## src/rtl/mem_port_arbiter.sv

```systemverilog
// mem_port_arbiter
//   Shares the single RAM port between requester 0 (CPU MAR/MDR side) and
//   requester 1 (program loader / debug port). Round-robin grant; each
//   access runs IDLE -> ACCESS -> RESP and completes with a one-cycle ack.
//
//   state  | meaning
//   IDLE   | waiting for a request; grants on the edge a request is seen
//   ACCESS | RAM strobe and address driven for exactly one cycle
//   RESP   | strobes low, ack pulse to the granted requester
//
// Ports
//   Clock, clear_n          clock (rising edge), async active-low reset
//   rX_req/we/addr/wdata    requester X command, held until rX_ack
//   rX_ack, rX_rdata        completion pulse, read data (held between reads)
//   mem_read/mem_write      RAM strobes, never both high
//   mem_address/data_in     RAM address / write data
//   mem_data_out            RAM read data (combinational from the RAM)
//   busy                    high in ACCESS and RESP
//   rX_grant_cnt            saturating grant counters, present only when
//                           MEM_ARB_PERF_CNT_EN is defined
//
// Every output comes from a flop; there is no combinational req->mem path.

module mem_port_arbiter #(
  parameter int DATA_WIDTH    = 32,
  parameter int ADDRESS_WIDTH = 9
`ifdef MEM_ARB_PERF_CNT_EN
  ,
  parameter int CNT_WIDTH     = 16
`endif
) (
  input  logic                     Clock,
  input  logic                     clear_n,
  input  logic                     r0_req,
  input  logic                     r0_we,
  input  logic [ADDRESS_WIDTH-1:0] r0_addr,
  input  logic [DATA_WIDTH-1:0]    r0_wdata,
  output logic                     r0_ack,
  output logic [DATA_WIDTH-1:0]    r0_rdata,
  input  logic                     r1_req,
  input  logic                     r1_we,
  input  logic [ADDRESS_WIDTH-1:0] r1_addr,
  input  logic [DATA_WIDTH-1:0]    r1_wdata,
  output logic                     r1_ack,
  output logic [DATA_WIDTH-1:0]    r1_rdata,
  output logic                     mem_read,
  output logic                     mem_write,
  output logic [ADDRESS_WIDTH-1:0] mem_address,
  output logic [DATA_WIDTH-1:0]    mem_data_in,
  input  logic [DATA_WIDTH-1:0]    mem_data_out,
  output logic                     busy
`ifdef MEM_ARB_PERF_CNT_EN
  ,
  output logic [CNT_WIDTH-1:0]     r0_grant_cnt,
  output logic [CNT_WIDTH-1:0]     r1_grant_cnt
`endif
);

  typedef enum logic [1:0] {
    IDLE   = 2'd0,
    ACCESS = 2'd1,
    RESP   = 2'd2
  } state_t;

  state_t state, state_nx;

  logic                     take;        // grant happens on this edge
  logic                     gnt_sel;     // requester being granted
  logic                     last_grant;
  logic                     cur_id;      // requester owning the current access
  logic                     sel_we;
  logic [ADDRESS_WIDTH-1:0] sel_addr;
  logic [DATA_WIDTH-1:0]    sel_wdata;

  always_ff @(posedge Clock or negedge clear_n) begin
    if (!clear_n) state <= IDLE;
    else          state <= state_nx;
  end

  always_comb begin
    state_nx = state;
    take     = 1'b0;
    gnt_sel  = 1'b0;
    case (state)
      IDLE: begin
        if (r0_req || r1_req) begin
          take     = 1'b1;
          state_nx = ACCESS;
          // on contention the requester not served last time wins
          if (r0_req && r1_req) gnt_sel = ~last_grant;
          else                  gnt_sel = r1_req;
        end
      end
      ACCESS:  state_nx = RESP;
      RESP:    state_nx = IDLE;
      default: state_nx = IDLE;
    endcase
  end

  assign sel_we    = gnt_sel ? r1_we    : r0_we;
  assign sel_addr  = gnt_sel ? r1_addr  : r0_addr;
  assign sel_wdata = gnt_sel ? r1_wdata : r0_wdata;

  // mem_address/mem_data_in double as the latched command registers; the
  // strobes are only high during ACCESS, so their held value is harmless.
  always_ff @(posedge Clock or negedge clear_n) begin
    if (!clear_n) begin
      last_grant  <= 1'b1;
      cur_id      <= 1'b0;
      mem_read    <= 1'b0;
      mem_write   <= 1'b0;
      mem_address <= '0;
      mem_data_in <= '0;
      r0_ack      <= 1'b0;
      r1_ack      <= 1'b0;
      r0_rdata    <= '0;
      r1_rdata    <= '0;
      busy        <= 1'b0;
    end else begin
      mem_read  <= 1'b0;
      mem_write <= 1'b0;
      r0_ack    <= 1'b0;
      r1_ack    <= 1'b0;
      busy      <= take || (state == ACCESS);
      if (take) begin
        last_grant  <= gnt_sel;
        cur_id      <= gnt_sel;
        mem_write   <= sel_we;
        mem_read    <= ~sel_we;
        mem_address <= sel_addr;
        mem_data_in <= sel_wdata;
      end
      if (state == ACCESS) begin
        if (cur_id) r1_ack <= 1'b1;
        else        r0_ack <= 1'b1;
        if (mem_read) begin
          if (cur_id) r1_rdata <= mem_data_out;
          else        r0_rdata <= mem_data_out;
        end
      end
    end
  end

`ifdef MEM_ARB_PERF_CNT_EN
  always_ff @(posedge Clock or negedge clear_n) begin
    if (!clear_n) begin
      r0_grant_cnt <= '0;
      r1_grant_cnt <= '0;
    end else if (take) begin
      if (!gnt_sel && (r0_grant_cnt != {CNT_WIDTH{1'b1}}))
        r0_grant_cnt <= r0_grant_cnt + 1'b1;
      if (gnt_sel && (r1_grant_cnt != {CNT_WIDTH{1'b1}}))
        r1_grant_cnt <= r1_grant_cnt + 1'b1;
    end
  end
`endif

endmodule

```

## config.mk

```make
export PLATFORM = sky130hd
export DESIGN_NAME = mem_port_arbiter
export DESIGN_NICKNAME = d
export VERILOG_FILES = /design/src/rtl/mem_port_arbiter.sv
export SDC_FILE = /design/constraint.sdc
export NUM_CORES = 1
export LEC_CHECK = 0
export BUFFER_PORTS_ARGS = -buffer_cell sky130_fd_sc_hd__buf_4
export CORE_MARGIN = 1.5
export CORE_UTILIZATION = 40
export DETAILED_ROUTE_END_ITERATION = 12
export MAX_ROUTING_LAYER = met4
export PLACE_DENSITY = 0.82
export SETUP_SLACK_MARGIN = 0.1
export SLEW_MARGIN = 30
export SYNTH_ARGS = -nofsm -noshare
export SYNTH_HDL_FRONTEND = slang
export SYNTH_SLANG_ARGS = --single-unit
```

## constraint.sdc

```tcl
create_clock -name Clock -period 3.1 [get_ports Clock]
set_input_delay 0.62 -clock Clock [delete_from_list [all_inputs] [get_ports Clock]]
set_output_delay 0.62 -clock Clock [all_outputs]
set_load 0.05 [all_outputs]
```

Word level (Yosys, flattened, before mapping)
Index checks and enable logic that the tools add are counted.
{"block": "op_classes", "n_eq_ne": 2, "n_shift": 0, "n_mux": 16, "n_bitwise": 3, "addsub": 0, "n_reduce_logical": 6, "mul": 0, "div": 0, "order_cmp": 0}
{"operator": "$mux 32", "n": 1}
{"operator": "$mux 1", "n": 12}
{"operator": "$mux 9", "n": 1}
{"operator": "$reduce_and 3->1", "n": 2}
{"operator": "$pmux 2 s2", "n": 1}
{"operator": "$not 1->1", "n": 3}
{"operator": "$eq 2x1->1 const B", "n": 1}
{"operator": "$logic_not 2->1", "n": 1}
{"operator": "$logic_or 1x1->1", "n": 2}
{"operator": "$mux 2", "n": 1}
{"operator": "$ne 2x2->1 const B", "n": 1}
{"operator": "$logic_and 1x1->1", "n": 1}
{"block": "word_totals", "mem_bits_ro": 0, "reg_bits": 114, "out_inout_bits": 110, "mem_count": 0, "ram_bits": 0, "latchBits": 0, "elab_cells": 39}

Depth between registers and ports, before layout
Gate-level depths: netlist (run 1).
{"block": "depth", "depth_word": 7, "mapped_depth": 5}

Worst setup path after synthesis (run 1)
OpenSTA, ideal clock, no wires.
{"block": "synth_path", "kind": "reg-to-reg", "from": "register mem_read", "to": "register r0_rdata[10]", "arrival_time_ns": 1.523, "slack_ns": 1.452, "required_ns": 2.975, "setup_ns": 0.125, "stages_incl_launch_ff": 4, "cell_sequence": "dfrtp_1 > nor3b_4 > buf_6 > mux2_2"}
{"block": "synth_between", "elab_chain_cells": 1}
{"item": "from (decl)", "line_no": "46", "source": "output logic mem_read,"}
{"item": "from (signal assigned)", "line_no": "129", "source": "mem_read <= ~sel_we;"}
{"item": "$reduce_and 3->1 (no line)"}
{"item": "to (signal assigned)", "line_no": "138", "source": "else r0_rdata <= mem_data_out;"}
{"item": "to (decl)", "line_no": "39", "source": "output logic [DATA_WIDTH-1:0] r0_rdata,"}
No other way between the ends.
A chain may end at the register's enable or synchronous reset.

Final worst setup path (run 1)
{"block": "layout_path", "from": "register state[0]", "to": "register mem_address[7]"}
{"block": "layout_between", "elab_chain_cells": 3, "elab_cells_between_ends": 4}
{"item": "from (decl)", "line_no": "65", "source": "state_t state, state_nx;"}
{"item": "from (signal assigned)", "line_no": "77", "source": "else state <= state_nx;"}
{"item": "$logic_not 2->1 (*)", "line_no": "84", "source": "case (state)"}
{"item": "$mux 1", "line_no": "84"}
{"item": "$mux 9", "line_no": "101", "source": "assign sel_addr = gnt_sel ? r1_addr : r0_addr;"}
{"item": "to (signal assigned)", "line_no": "130", "source": "mem_address <= sel_addr;"}
{"item": "to (decl)", "line_no": "48", "source": "output logic [ADDRESS_WIDTH-1:0] mem_address,"}
Mark *: on every way between the ends. The rest lies on a longest branch, timed or not.

==> impl_metrics.tcl, run 1 <==
set metrics [dict create \
    met2_length_um 6020 \
    critical_path.cell_chain "nor2_4, buf_4, nand3_1, buf_4, o221a_2" \
    insertedDiodeCount 0 \
    grt_max_degree 68 \
    end_kind "register" \
    p_sw_frac 0.457 \
    synth_top_cell_area_share 0.600 \
    fin_ws_ns 1.26 \
    final.period_utilization 0.594 \
    place_ws_ns 0.974 \
    finalPower_mw 10.0 \
    grt_antenna_before_repair 0 \
    insertion_delay_ns 0.40 \
    arrival_ns 2.12 \
    met3_length_um 855 \
    power_density_nw_per_um2 1400 \
    crit_end "mem_address[7]" \
    io_buffers 229 \
    routedWlPerCell_um 17.5 \
    crit_path_frequent_cell "buf_4" \
    r2r_end "mem_address[7]" \
    cp_data_required_time_ns 3.38 \
    fin_util 0.622 \
    switchingPower_mw 4.58 \
    yosysWarnings 0 \
    highest_layer "met4" \
    ir_worst_vdd_mv 1.11 \
    cts_sinks 114 \
    synth-async-reset-ratio 1.00 \
    synth_common_cells "dfrtp_1, mux2_2, nand4b_1, o221a_2, buf_2" \
    setup.worst_path.class "reg -> reg" \
    combinationalPowerShare 0.528 \
    fin_skew_ns 0.00572 \
    syn_area_per_cell_um2 15.2 \
    clockBufferDepth 2 \
    setup_viol 0 \
    root_buffer "clkbuf_16" \
    drv_slew 0 \
    grt_use_total 0.206 \
    synth_seq_cells 114 \
    outcome "finished, final reports clean" \
    worstSetupStartpointType "register" \
    path_clk_slew_ns 0.05 \
    hp-class "in -> async" \
    io_pins 230 \
    synth_top_area_cell "dfrtp_1" \
    cts_tree "yes" \
    nets 656 \
    rows 39 \
    syn-num-nets 430 \
    post-route-min-period_ns 1.84 \
    post-route-drc-count 0 \
    viasPerCell 5.31 \
    p_int_mw 5.43 \
    drt.antenna.violating_nets 0 \
    ys_seq_area_frac 0.606 \
    worst_path_max_delay_cell "dfrtp_1" \
    relSlewSlack 0.504 \
    syn_to_final_growth_pct 51.5 \
    routedLengthMet1_um 5050 \
    htree_levels 4 \
    synth_edf_count 0 \
    r2r-start "state[0]" \
    path_depth 5 \
    drt_iter0_drc 167 \
    power_leakage_nw 3.27 \
    die_w_um 112 \
    synth_flop_cell "dfrtp_1" \
    dieArea_um2 12400 \
    tightest_slew_ns 0.742 \
    gp_congestion 0.796 \
    cts_setup_buffers 0 \
    cts_made_buffers 17 \
    setup_tns_ns 0 \
    grt_pass1_wl_um 19700 \
    startpoint "state[0]" \
    grt_overflow 0 \
    ctsHoldBuffers 0 \
    whs_ns 0.233 \
    r2r.worst_path.cells 5 \
    dr_total_vias 3667 \
    start_util 0.411 \
    post_cts_resized 0 \
    cp_max_fo 47 \
    yosysMostFrequentCell "dfrtp_1" \
    rsz0062_at_grt "false" \
    fmax_mhz 543 \
    cap_violations 0 \
    slowest_delay_ns 0.43 \
    firstDrtPassIters 4 \
    drive_above_1_share 0.679 \
    cpLargestDelayFamily "buffers and inverters" \
    finalWirelength_um 12100 \
    share_clk_of_total_power 0.205 \
    syn_area_um2 4710 \
    die_h_um 112 \
    ys_types 25 \
    grt_pass1_vias 3896 \
    finalHoldViolCount 0 \
    dp_hpwl_um 8540 \
    power_frac_seq 0.268 \
    rrSetupSlack_ns 1.26 \
    core_um2 11500 \
    synth_cells 310 \
    synth_area_leaders "dfrtp_1, mux2_2, o221a_2" \
    crit_buf_inv 2 \
]
[area by class of cell]
class	instances	area (um2)
Fill cell	874	4330
Sequential cell	114	2850
Timing Repair Buffer	235	1780
Multi-Input combinational cell	166	1690
Clock buffer	22	474
Tap cell	143	179
Clock inverter	9	154
Inverter	2	7.51
[worst register-to-register path: cells and delay by family (launching register included)]
family,cells,cell delay [ns]
buffers and inverters,2,0.70
DFF,1,0.43
AOI/OAI and AO/OA,1,0.31
and+or+nand+nor,2,0.28
[kinds of logic (layout without fill, tap and decap cells)]
kind of cell	count (synthesis)	in the layout	share of synthesized area
AOI/OAI and AO/OA	48	48	0.108
buffers and inverters	30	268	0.0369
DFF	114	114	0.606
muxes	64	64	0.153
and+or+nand+nor	54	54	0.0961
[worst min-delay path by stage]
stage / from / endpoint / slack (ns) / cells after the start
floorplan: clear_n / busy / 0.32 / 0
global placement: r0_rdata[11] / r0_rdata[11] / 0.47 / 1
detailed placement: r0_rdata[11] / r0_rdata[11] / 0.48 / 1
CTS: clear_n / mem_data_in[4] / 0.24 / 1
global route: clear_n / r0_rdata[6] / 0.26 / 1
finish: clear_n / r0_rdata[6] / 0.23 / 1
[layer usage]
| layer | GRT usage | vias to the layer above |
|---|---|---|
| li1 | - | 1661 |
| met3 | 0.0523 | 17 |
| met1 | 0.248 | 1812 |
| met4 | 0.0759 | 0 |
| met2 | 0.337 | 177 |
| met5 | - | - |
[sequential cells by signal, indices dropped and copies added (netlist names)]
register     cells
mem_data_in     32
state            2
mem_write        1
r0_rdata        32
mem_read         1
last_grant       1
mem_address      9
cur_id           1
r0_ack           1
busy             1
r1_rdata        32
r1_ack           1
[cells in the final DEF, fill, tap and decap left out]
master      Yosys  layout
a21boi_0        2       2
a21oi_1         2       2
a22o_1          1       1
a31oi_1         1       1
and2_1          1       1
buf_12          0       1
buf_4           0     234
bufinv_16       0       4
clkbuf_1        9       2
clkbuf_16       0      17
clkbuf_8        0       3
clkinv_2        0       2
clkinv_4        0       1
clkinvlp_4      0       2
dfrtp_1       113     113
dfstp_2         1       1
inv_1           1       1
inv_2           1       1
mux2_1          4       4
mux2_2         60      60
nand2_1         2       2
nand2b_1        2       2
nand2b_4        1       1
nand3_1         2       2
nand3_2         1       1
nand4b_1       41      41
nor2_1          2       1
nor2_4          0       1
nor3b_1         1       1
nor3b_4         1       1
o21ai_2         1       1
o221a_2        41      41
[metrics by stage]
stage | instances | cell area, um2
after detailed placement | 660 | 6510
after global routing | 691 | 7140
final | 691 | 7140
after global placement | 660 | 6510
after CTS | 691 | 7140
after floorplan | 310 | 4710
[power groups by stage]
stage	sequential [mW]	clock, mW	combinational (mW)
2_1_floorplan	5.07	0	1.29
5_1_grt	2.77	2.16	5.51
6_report	2.68	2.05	5.28
3_5_place_dp	2.68	0	5.32
3_3_place_gp	2.66	0	5.22
4_1_cts	2.68	2.09	5.31
Power figures use the tool's default switching activity.
==> inputs of run 2 (changes only) <==
--- a/config.mk
+++ b/config.mk
@@ -5,6 +5,7 @@
 export SDC_FILE = /design/constraint.sdc
 export NUM_CORES = 1
 export LEC_CHECK = 0
+export ABC_AREA = 1
 export BUFFER_PORTS_ARGS = -buffer_cell sky130_fd_sc_hd__buf_4
 export CORE_MARGIN = 1.5
 export CORE_UTILIZATION = 40
==> constraint.sdc (replaced) <==
create_clock -name Clock -period 1.6 [get_ports Clock]
set_input_delay 0.32 -clock Clock [delete_from_list [all_inputs] [get_ports Clock]]
set_output_delay 0.32 -clock Clock [all_outputs]
set_load 0.05 [all_outputs]
==> impl_metrics.tcl, run 2 <==
set metrics [dict create \
    outcome "finished, final reports clean" \
    grt_overflow 0 \
    final.period_utilization 0.886 \
    cts_tree "yes" \
    cts_made_buffers 17 \
    layout_common_cells "nand2_1, buf_4, inv_1, dfrtp_1, nand3_1" \
    rsz0062_at_grt "false" \
    htree_levels 4 \
    power_leakage_nw 4.70 \
    clockBufferDepth 2 \
    rrSetupSlack_ns 0.23 \
    critical_path.cell_chain "buf_4" \
    drive_above_1_share 0.337 \
    finalHoldViolCount 0 \
    syn_to_final_growth_pct 44.4 \
    path_depth 1 \
    crit_buf_inv 1 \
    fin_ws_ns 0.183 \
    start_util 0.415 \
    insertion_delay_ns 0.41 \
    die_h_um 121 \
    cp_data_required_time_ns 1.28 \
    end_kind "primary output" \
    root_buffer "clkbuf_16" \
    drv_slew 0 \
    grt_use_total 0.203 \
    routedWlPerCell_um 12.4 \
    synth-async-reset-ratio 1.00 \
    path_clk_slew_ns 0.06 \
    ys_types 22 \
    placed_area_um2 7450 \
    io_pins 230 \
    finalNonFillerCells 1125 \
    synth_seq_cells 114 \
    cp_max_fo 3 \
    relSlewSlack 0.702 \
    hp-class "in -> reg" \
    firstDrtPassIters 4 \
    fin_skew_ns 0.0109 \
    dieArea_um2 14600 \
    worstHoldPathCells 4 \
    worstSetupStartpointType "register" \
    place_ws_ns 0.232 \
    final_area_um2 8030 \
    synth_common_cells "nand2_1, inv_1, dfrtp_1" \
    drt.antenna.violating_nets 0 \
    ir_worst_vdd_mv 1.19 \
    yosysMostFrequentCell "nand2_1" \
    whs_ns 0.160 \
    r2r-start "state[0]" \
    grt_antenna_before_repair 0 \
    cts_sinks 114 \
    synth_top_cell_area_share 0.509 \
    nets 1056 \
    grt_pass1_wl_um 22900 \
    die_w_um 121 \
    reg_top3 "mem_data_in: 32 flops, r0_rdata: 32 flops, r1_rdata: 32 flops" \
    cpLargestDelayFamily "flip-flops" \
    synth_edf_count 0 \
    grt_max_degree 65 \
    mostFrequentLayoutCell "nand2_1" \
    arrival_ns 1.10 \
    fin_util 0.599 \
    syn-num-nets 826 \
    grt_pass1_vias 4849 \
    dpl.cell_count 1092 \
    worst_path_max_delay_cell "dfrtp_1" \
    r2r_end "r1_rdata[20]" \
    syn_area_per_cell_um2 7.87 \
    min_from "r0_we" \
    finalWirelength_um 14000 \
    ys_seq_area_frac 0.514 \
    setup_tns_ns 0 \
    dp_hpwl_um 10100 \
    gp_congestion 0.806 \
    drt_iter0_drc 224 \
    syn_area_um2 5560 \
    fmax_mhz 706 \
    cap_violations 0 \
    core_um2 13400 \
    rows 42 \
    tightest_slew_ns 0.447 \
    post-route-min-period_ns 1.42 \
    finalPower_mw 19.8 \
    cts_setup_buffers 0 \
    setup_viol 0 \
    dr_total_vias 5038 \
    viasPerCell 4.48 \
    post-route-drc-count 0 \
    io_buffers 229 \
    yosysWarnings 0 \
    power_density_nw_per_um2 2470 \
    min_to "mem_read" \
    slowest_delay_ns 0.45 \
    synth_cells 706 \
    r2r.worst_path.cells 7 \
    insertedDiodeCount 0 \
    synth_top_area_cell "dfrtp_1" \
    synth_flop_cell "dfrtp_1" \
    synth_area_leaders "dfrtp_1, nand2_1, inv_1" \
    setup.worst_path.class "reg -> out" \
]
## run 2: changes by cell type after synthesis, moves of 32 or more
cell	delta
o21ai_2	+32
inv_1	+124
clkinv_1	+35
o221a_2	-41
mux2_2	-60
nand4b_1	-41
nand2_1	+274
nand3_1	+39
## run 2: layout make-up
| class | instances | area [um2] |
|---|---|---|
| sequential | 114 | 2850 |
| tap | 176 | 220 |
| clock inverter | 14 | 130 |
| fill | 1199 | 5380 |
| timing repair buffer | 244 | 1950 |
| clock buffer | 18 | 439 |
| multi-input combinational | 397 | 1820 |
| inverter | 162 | 611 |
## run 2: worst max-delay path by stage
stage	start	endpoint	slack, ns
floorplan	mem_read	r1_rdata[10]	0.25
global placement	r1_req	mem_data_in[19]	0.26
detailed placement	r1_req	mem_data_in[31]	0.23
CTS	mem_read	mem_read	0.16
global route	mem_read	mem_read	0.13
finish	mem_read	mem_read	0.18
## run 2: per-layer routing
| layer | up-vias | part of all wire | GRT usage |
|---|---|---|---|
| met2 | 163 | 0.50 | 0.331 |
| met5 | - | 0 | - |
| li1 | 2536 | - | - |
| met4 | 0 | 0.032 | 0.0853 |
| met3 | 34 | 0.047 | 0.0446 |
| met1 | 2305 | 0.42 | 0.245 |
## run 2: timing repair
item / 4_1_cts / 5_1_grt
resized for setup: 0 / 0
hold endpoints to repair: 23 / 0
hold buffers: 1 / 0
## run 2: kinds of logic (layout without fill, tap and decap cells)
logic type      after synthesis  after routing  share of synthesized area
compound gates               65             65                     0.0808
buf+inv                     195            438                      0.158
flops                       114            114                      0.514
simple gates                332            332                      0.247
## run 2: power by group
group,internal [mW],switching (mW)
clock,2.19,1.36
combinational,3.24,7.79
sequential,4.35,0.859
total,9.77,10.0
